[src/rtl/uart_pkg.sv]
// Shared UART definitions: TX state encoding, data-length decode, line levels.
// UART_TX_BREAK_EN adds the BREAK state.
package uart_pkg;

  localparam logic MARK  = 1'b1;
  localparam logic SPACE = 1'b0;

  typedef enum logic [2:0] {
    IDLE   = 3'd0,
    START  = 3'd1,
    DATA   = 3'd2,
    PARITY = 3'd3,
    STOP_0 = 3'd4,
    STOP_1 = 3'd5
`ifdef UART_TX_BREAK_EN
    ,
    BREAK  = 3'd6
`endif
  } tx_state_e;

  // Frame data-bit count from the register code; anything unrecognised means 5.
  function automatic logic [3:0] data_len(input logic [3:0] code);
    case (code)
      4'd6:    data_len = 4'd6;
      4'd7:    data_len = 4'd7;
      4'd8:    data_len = 4'd8;
      default: data_len = 4'd5;
    endcase
  endfunction

endpackage

[src/rtl/tx_shift_register.sv]
// TX datapath: word load, LSB-first shift, sent-bit counter and running parity.
module tx_shift_register #(
  parameter int DATA_W = 8,
  parameter int CNT_W  = 4
) (
  input  logic              clk,
  input  logic              rst,
  input  logic              i_load,
  input  logic              i_shift,
  input  logic [DATA_W-1:0] i_data,
  output logic              o_bit0,
  output logic              o_bit1,
  output logic [CNT_W-1:0]  o_cnt,
  output logic              o_par_nxt
);

  logic [DATA_W-1:0] r_shift;
  logic [CNT_W-1:0]  r_cnt;
  logic              r_par;

  always_ff @(posedge clk or posedge rst) begin
    if (rst) begin
      r_shift <= '0;
      r_cnt   <= '0;
      r_par   <= 1'b0;
    end else if (i_load) begin
      r_shift <= i_data;
      r_cnt   <= '0;
      r_par   <= 1'b0;
    end else if (i_shift) begin
      r_shift <= {1'b0, r_shift[DATA_W-1:1]};
      r_par   <= r_par ^ r_shift[0];
      r_cnt   <= r_cnt + CNT_W'(1);
    end
  end

  assign o_bit0    = r_shift[0];
  assign o_bit1    = r_shift[1];
  assign o_cnt     = r_cnt;
  // Parity including the bit currently on the line.
  assign o_par_nxt = r_par ^ r_shift[0];

endmodule

[src/rtl/uart_tx_fsm.sv]
// UART transmit FSM: pops FIFO words and serialises start/data/parity/stop bits.
// Optional UART_TX_BREAK_EN adds a tx_break input and BREAK state.
module uart_tx_fsm
  import uart_pkg::*;
#(
  parameter int DATA_W = 8,
  parameter int CNT_W  = 4
) (
  input  logic              PCLK,
  input  logic              PRESET,
  input  logic              baud_tick,
  input  logic              TXen,
  input  logic [3:0]        number_data_transmit,
  input  logic              parity_bit_mode,
  input  logic              parity_odd,
  input  logic              stop_bit_twice,
  input  logic [DATA_W-1:0] tx_data,
  input  logic              tx_data_valid,
`ifdef UART_TX_BREAK_EN
  input  logic              tx_break,
`endif
  output logic              ctrl_tx_buffer,
  output logic              tx_out,
  output logic              tx_busy,
  output logic              tx_done
);

  tx_state_e        r_state, w_nxt;
  logic             r_tx_out, w_tx_nxt;
  logic             r_armed;
  logic [CNT_W-1:0] r_len;
  logic             r_par_en, r_par_odd, r_stop2;
  logic             w_tick, w_can_pop, w_pop, w_done, w_shift, w_eof, w_last;
  logic             w_bit0, w_bit1, w_par_nxt;
  logic [CNT_W-1:0] w_cnt;
`ifdef UART_TX_BREAK_EN
  logic             r_brk;
`endif

  tx_shift_register #(.DATA_W(DATA_W), .CNT_W(CNT_W)) u_shift (
    .clk      (PCLK),
    .rst      (PRESET),
    .i_load   (w_pop),
    .i_shift  (w_shift),
    .i_data   (tx_data),
    .o_bit0   (w_bit0),
    .o_bit1   (w_bit1),
    .o_cnt    (w_cnt),
    .o_par_nxt(w_par_nxt)
  );

  // r_armed masks a tick landing on the first edge after reset release.
  assign w_tick    = baud_tick & r_armed;
  assign w_can_pop = TXen & tx_data_valid;
  assign w_last    = (w_cnt + CNT_W'(1)) == r_len;

  always_comb begin
    w_nxt    = r_state;
    w_tx_nxt = r_tx_out;
    w_pop    = 1'b0;
    w_shift  = 1'b0;
    w_eof    = 1'b0;
    if (w_tick) begin
      case (r_state)
        IDLE: begin
`ifdef UART_TX_BREAK_EN
          if (tx_break) begin
            w_nxt    = BREAK;
            w_tx_nxt = SPACE;
          end else
`endif
          if (w_can_pop) begin
            w_pop    = 1'b1;
            w_nxt    = START;
            w_tx_nxt = SPACE;
          end
        end
        START: begin
          w_nxt    = DATA;
          w_tx_nxt = w_bit0;
        end
        DATA: begin
          w_shift = 1'b1;
          if (!w_last) begin
            w_tx_nxt = w_bit1;
          end else if (r_par_en) begin
            w_nxt    = PARITY;
            w_tx_nxt = w_par_nxt ^ r_par_odd;
          end else begin
            w_nxt    = STOP_0;
            w_tx_nxt = MARK;
          end
        end
        PARITY: begin
          w_nxt    = STOP_0;
          w_tx_nxt = MARK;
        end
        STOP_0: begin
          if (r_stop2) begin
            w_nxt    = STOP_1;
            w_tx_nxt = MARK;
          end else begin
            w_eof = 1'b1;
          end
        end
        STOP_1: w_eof = 1'b1;
`ifdef UART_TX_BREAK_EN
        BREAK: begin
          if (!tx_break) begin
            w_nxt    = STOP_0;
            w_tx_nxt = MARK;
          end
        end
`endif
        default: begin
          w_nxt    = IDLE;
          w_tx_nxt = MARK;
        end
      endcase
    end
    // End of frame chains straight into the next start bit when a word waits.
    if (w_eof) begin
      if (w_can_pop) begin
        w_pop    = 1'b1;
        w_nxt    = START;
        w_tx_nxt = SPACE;
      end else begin
        w_nxt    = IDLE;
        w_tx_nxt = MARK;
      end
    end
  end

`ifdef UART_TX_BREAK_EN
  assign w_done = w_eof & ~r_brk;
`else
  assign w_done = w_eof;
`endif

  always_ff @(posedge PCLK or posedge PRESET) begin
    if (PRESET) begin
      r_state   <= IDLE;
      r_tx_out  <= MARK;
      r_armed   <= 1'b0;
      r_len     <= CNT_W'(5);
      r_par_en  <= 1'b0;
      r_par_odd <= 1'b0;
      r_stop2   <= 1'b0;
    end else begin
      r_state  <= w_nxt;
      r_tx_out <= w_tx_nxt;
      r_armed  <= 1'b1;
      if (w_pop) begin
        r_len     <= CNT_W'(data_len(number_data_transmit));
        r_par_en  <= parity_bit_mode;
        r_par_odd <= parity_odd;
        r_stop2   <= stop_bit_twice;
      end
    end
  end

`ifdef UART_TX_BREAK_EN
  always_ff @(posedge PCLK or posedge PRESET) begin
    if (PRESET)                                r_brk <= 1'b0;
    else if (w_tick && r_state == IDLE && tx_break) r_brk <= 1'b1;
    else if (w_eof)                            r_brk <= 1'b0;
  end
`endif

  assign ctrl_tx_buffer = w_pop;
  assign tx_done        = w_done;
  assign tx_out         = r_tx_out;
  assign tx_busy        = (r_state != IDLE);

endmodule

[config.mk]
export PLATFORM = sky130hd
export DESIGN_NAME = uart_tx_fsm
export DESIGN_NICKNAME = d
export VERILOG_FILES = /design/src/rtl/uart_pkg.sv /design/src/rtl/tx_shift_register.sv /design/src/rtl/uart_tx_fsm.sv
export SDC_FILE = /design/constraint.sdc
export NUM_CORES = 1
export LEC_CHECK = 0
export ABC_AREA = 1
export ABC_CLOCK_PERIOD_IN_PS = 1850
export CAP_MARGIN = 40
export CORE_UTILIZATION = 54
export CTS_BUF_LIST = sky130_fd_sc_hd__clkbuf_8
export DETAILED_ROUTE_END_ITERATION = 8
export HOLD_SLACK_MARGIN = 0.1
export PLACE_DENSITY = 0.89
export SLEW_MARGIN = 40
export SYNTH_ARGS = -nofsm -noshare
export SYNTH_HDL_FRONTEND = slang
export SYNTH_SLANG_ARGS = --single-unit
[constraint.sdc]
create_clock -name PCLK -period 1.85 [get_ports PCLK]
set_input_delay 0.37 -clock PCLK [delete_from_list [all_inputs] [get_ports PCLK]]
set_output_delay 0.37 -clock PCLK [all_outputs]
set_load 0.03 [all_outputs]
==> summary.md <==
| Metric | Value |
|---|---|
| Status | `finished, final reports clean` |
| Pre-Repair DR Iteration Count | `4` |
| RSZ-0062 raised after global routing | `true` |
| Crit path max-delay family | `buffers and inverters` |
| Fmax | `roughly 0.54 GHz` |
| Die height | `around 53 um` |
| Syn Area/Cell | `about 8.0 um2` |
| Post-synth EDFFs | `0` |
| DRT Wirelength | `just over 3000 um` |
| Starting density of the core | `between 50% and 60%` |
| Wire per inst | `roughly 13 um` |
| CP max FO | `3` |
| Async S/R FF share, synth | `100.0%` |
| Mapped Nets | `between 150 and 200` |
| Antenna violations before repair | `0` |
| Cells after Synth | `roughly 180` |
| Syn-to-layout area delta | `27.10%` |
| Share of post-route cells with drive strength above 1 | `21.96%` |
| Die area | `2861 um2` |
| Critical path data arrival time | `around 1.5 ns` |
| Post-synthesis cell area | `1431 um2` |
| R2R Path Start | `u_shift.o_cnt[0]$_DFFE_PP0P_` |
| # fillers | `between 200 and 250` |
| Cell Pwr Density | `approximately 1300 nW/um2` |
| First-pass GRT wire length | `between 5000 and 6000 um` |
| # hold bufs at CTS | `0` |
| Worst Skew | `between 0.002 and 0.003 ns` |
| Nets | `236` |
| Gr usage total | `25.86%` |
| # diodes | `0` |
| Total I/O pin count | `24` |
| CTS Sinks | `25` |
| Final HPWL DP | `about 2400 um` |
| Max cap viols | `0` |
| Post-route ant nets | `0` |
| CTS root buf | `clkbuf_8` |
| Worst hold slack | `0.4297 ns` |
| Fin crit share | `between 90 and 100%` |
| R2r endpoint | `tx_out$_DFFE_PP1P_` |
| Post-route DRC | `0` |
| Layout Utilization | `around 73%` |
| Largest net degree at the start of global routing | `26` |
| CTS tree | `built` |
| Synth area leader | `dfrtp_1` |
| Starting DRT DRC Count | `17` |
| Crit path cell chain | `clkdlybuf4s50_1 -> nand2_2 -> inv_2 -> nand4_4 -> o21ai_2 -> nand2_4 -> clkinv_4 -> buf_4` |
| CTS clock-pin slew for the worst setup and hold paths | `~0.090 ns` |
| Clock latency on the worst-skew pair | `about 0.27 ns` |
| Inserted Clock Buffers | `3` |
| Post-Place Cells | `between 200 and 250` |
| Placement Setup Slack | `-0.06962 ns` |
| Commonest non-fill, non-tap cells in the layout | `49 x nand2_1, 28 x inv_1, 20 x dfrtp_1, 19 x clkdlybuf4s50_1, 11 x nand3_1` |
| H-tree Lvls | `1` |
| CP Buf/Inv Count | `4` |
| Setup crit start kind | `primary input` |
| Total grt overflow | `0` |
| Critical Path Sink Type | `output port` |
| DR vias | `1303` |
| Routed vias/inst | `approximately 5.3` |
| Post-route non-filler standard cell count | `244` |
| Minimum clock period | `1.839 ns` |
| Reg2reg setup slack | `around 0.19 ns` |
| Commonest non-fill, non-tap cell in the layout | `nand2_1` |
| Synth top area share | `between 30% and 40%` |
| Core area | `2500 um2` |
| Worst Path Required | `between 1 and 1.5 ns` |
| Number of global-route vias before repair | `~1300` |
| Row count | `18` |
| Die X | `between 50 and 60 um` |
| P_leak | `~0.91 nW` |
| Most used flip-flop cell after synthesis | `dfrtp_1` |
| Sequential cell area fraction in the yosys report | `between 40 and 50%` |
| Slowest CP cell | `clkdlybuf4s50_1` |
| CTS Buffer Depth | `2` |
| Final hold violation count | `0` |
| PortBufs | `23` |
| Synth Register Bits | `25` |
| Crit path kind | `in2out` |
| Synth Warn # | `0` |
| HP Class | `in2async` |
| Final setup margin | `approximately 0.011 ns` |
| Ranking of synthesized cells by area | `dfrtp_1 38%, nand2_1 13%, inv_1 7.9%` |
| Placer Congestion | `between 0.7 and 0.8` |
| Setup violations, final | `0` |
| R2R depth | `10` |
| Pins Over Slew Limit | `0` |
| Peak VDD IR | `~0.84 mV` |
| Netlist cell types | `30` |
| Slowest stage delay, CP | `about 0.5 ns` |
## cells in the mapped netlist (all sizes together) (2+ instances only)
cell type and n:
dfstp 3, o221ai 7, a21oi 5, a22oi 2, nand3 11, nand2 55, nor3 2, nor2 10
nand4 4, dfrtp 22, a32oi 2, inv 37, o21ai 12
## worst max path at each step
stage,cells past startpoint,to,startpoint
finish,8,ctrl_tx_buffer,baud_tick
global route,8,ctrl_tx_buffer,baud_tick
CTS,1,tx_out,tx_out$_DFFE_PP1P_
detailed placement,8,ctrl_tx_buffer,baud_tick
global placement,8,ctrl_tx_buffer,baud_tick
floorplan,6,ctrl_tx_buffer,r_state[0]$_DFFE_PP0P_
## cell families (layout without fill, tap and decap cells)
logic type | Yosys count | after routing | synth area share, %
AO/OA/AOI/OAI | 30 | 30 | 15.21
adder cells (fa/ha/maj) | 1 | 1 | 0.8740
AND/OR/NAND/NOR | 82 | 82 | 27.80
buffers and inverters | 39 | 75 | 11.89
other | 1 | 1 | 0.2620
flip-flops | 25 | 25 | 43.97
## timing repair
| item | in CTS | in global routing |
|---|---|---|
| buffers inserted | 1 | 1 |
| endpoints found under the setup margin | 3 | 6 |
| gates cloned | 0 | 0 |
| pin swaps | 1 | 0 |
| gates resized for setup | 3 | 8 |
## registers in the layout, summed over array words and instances, names as in the netlist
| signal | flops |
|---|---|
| r_state | 3 |
| r_len | 4 |
| r_par_odd | 1 |
| r_stop2 | 1 |
| u_shift.r_par | 1 |
| r_par_en | 1 |
| u_shift.o_cnt | 4 |
| u_shift.r_shift | 8 |
| r_armed | 1 |
| tx_out | 1 |
## routing by layer
layer / GRT usage (%) / vias up / wire length [um]
met2: 46.88 / 22 / 1669
met1: 28.57 / 633 / 1263
met5: 0 / - / 0
met3: 6.609 / 5 / 94
met4: 9.211 / 0 / 35
li1: - / 643 / -
## worst reg2reg max path, cell delays in order (launching register included)
cell,delay (ns)
dfrtp_2,0.46
ha_1,0.35
nor2_1,0.11
o21ai_0,0.09
nor2_1,0.15
nand2_1,0.09
nand2_1,0.06
nand3_1,0.06
nand2_1,0.06
nand2_1,0.05
a21oi_1,0.13
## cell type report
class	instances	area, um2	share of cell area [%]
clock buffers	3	41.29	2.270
clock inverters	1	5.005	0.2751
flip-flops and latches	25	631.9	34.73
well taps	30	37.54	2.063
multi-input cells	114	639.4	35.14
repair buffers	33	309.0	16.99
inverters	38	155.1	8.528
## metrics by stage
step | TNS [ns] | instance area [um2] | power, W
after floorplan | 0 | 1431 | 0.001707
after global placement | -0.02018 | 1739 | 0.001959
after detailed placement | -0.1911 | 1739 | 0.002034
after CTS | 0 | 1793 | 0.002360
after global routing | -0.02611 | 1819 | 0.002573
final | 0 | 1819 | 0.002377
## power breakdown
| part | internal, W | total [W] | switching (W) |
|---|---|---|---|
| clock network | 0.000151 | 0.000327 | 0.000176 |
| registers | 0.000790 | 0.000954 | 0.000165 |
| logic | 0.000445 | 0.00110 | 0.000650 |
No activity file was read; power rests on OpenSTA's default activity.
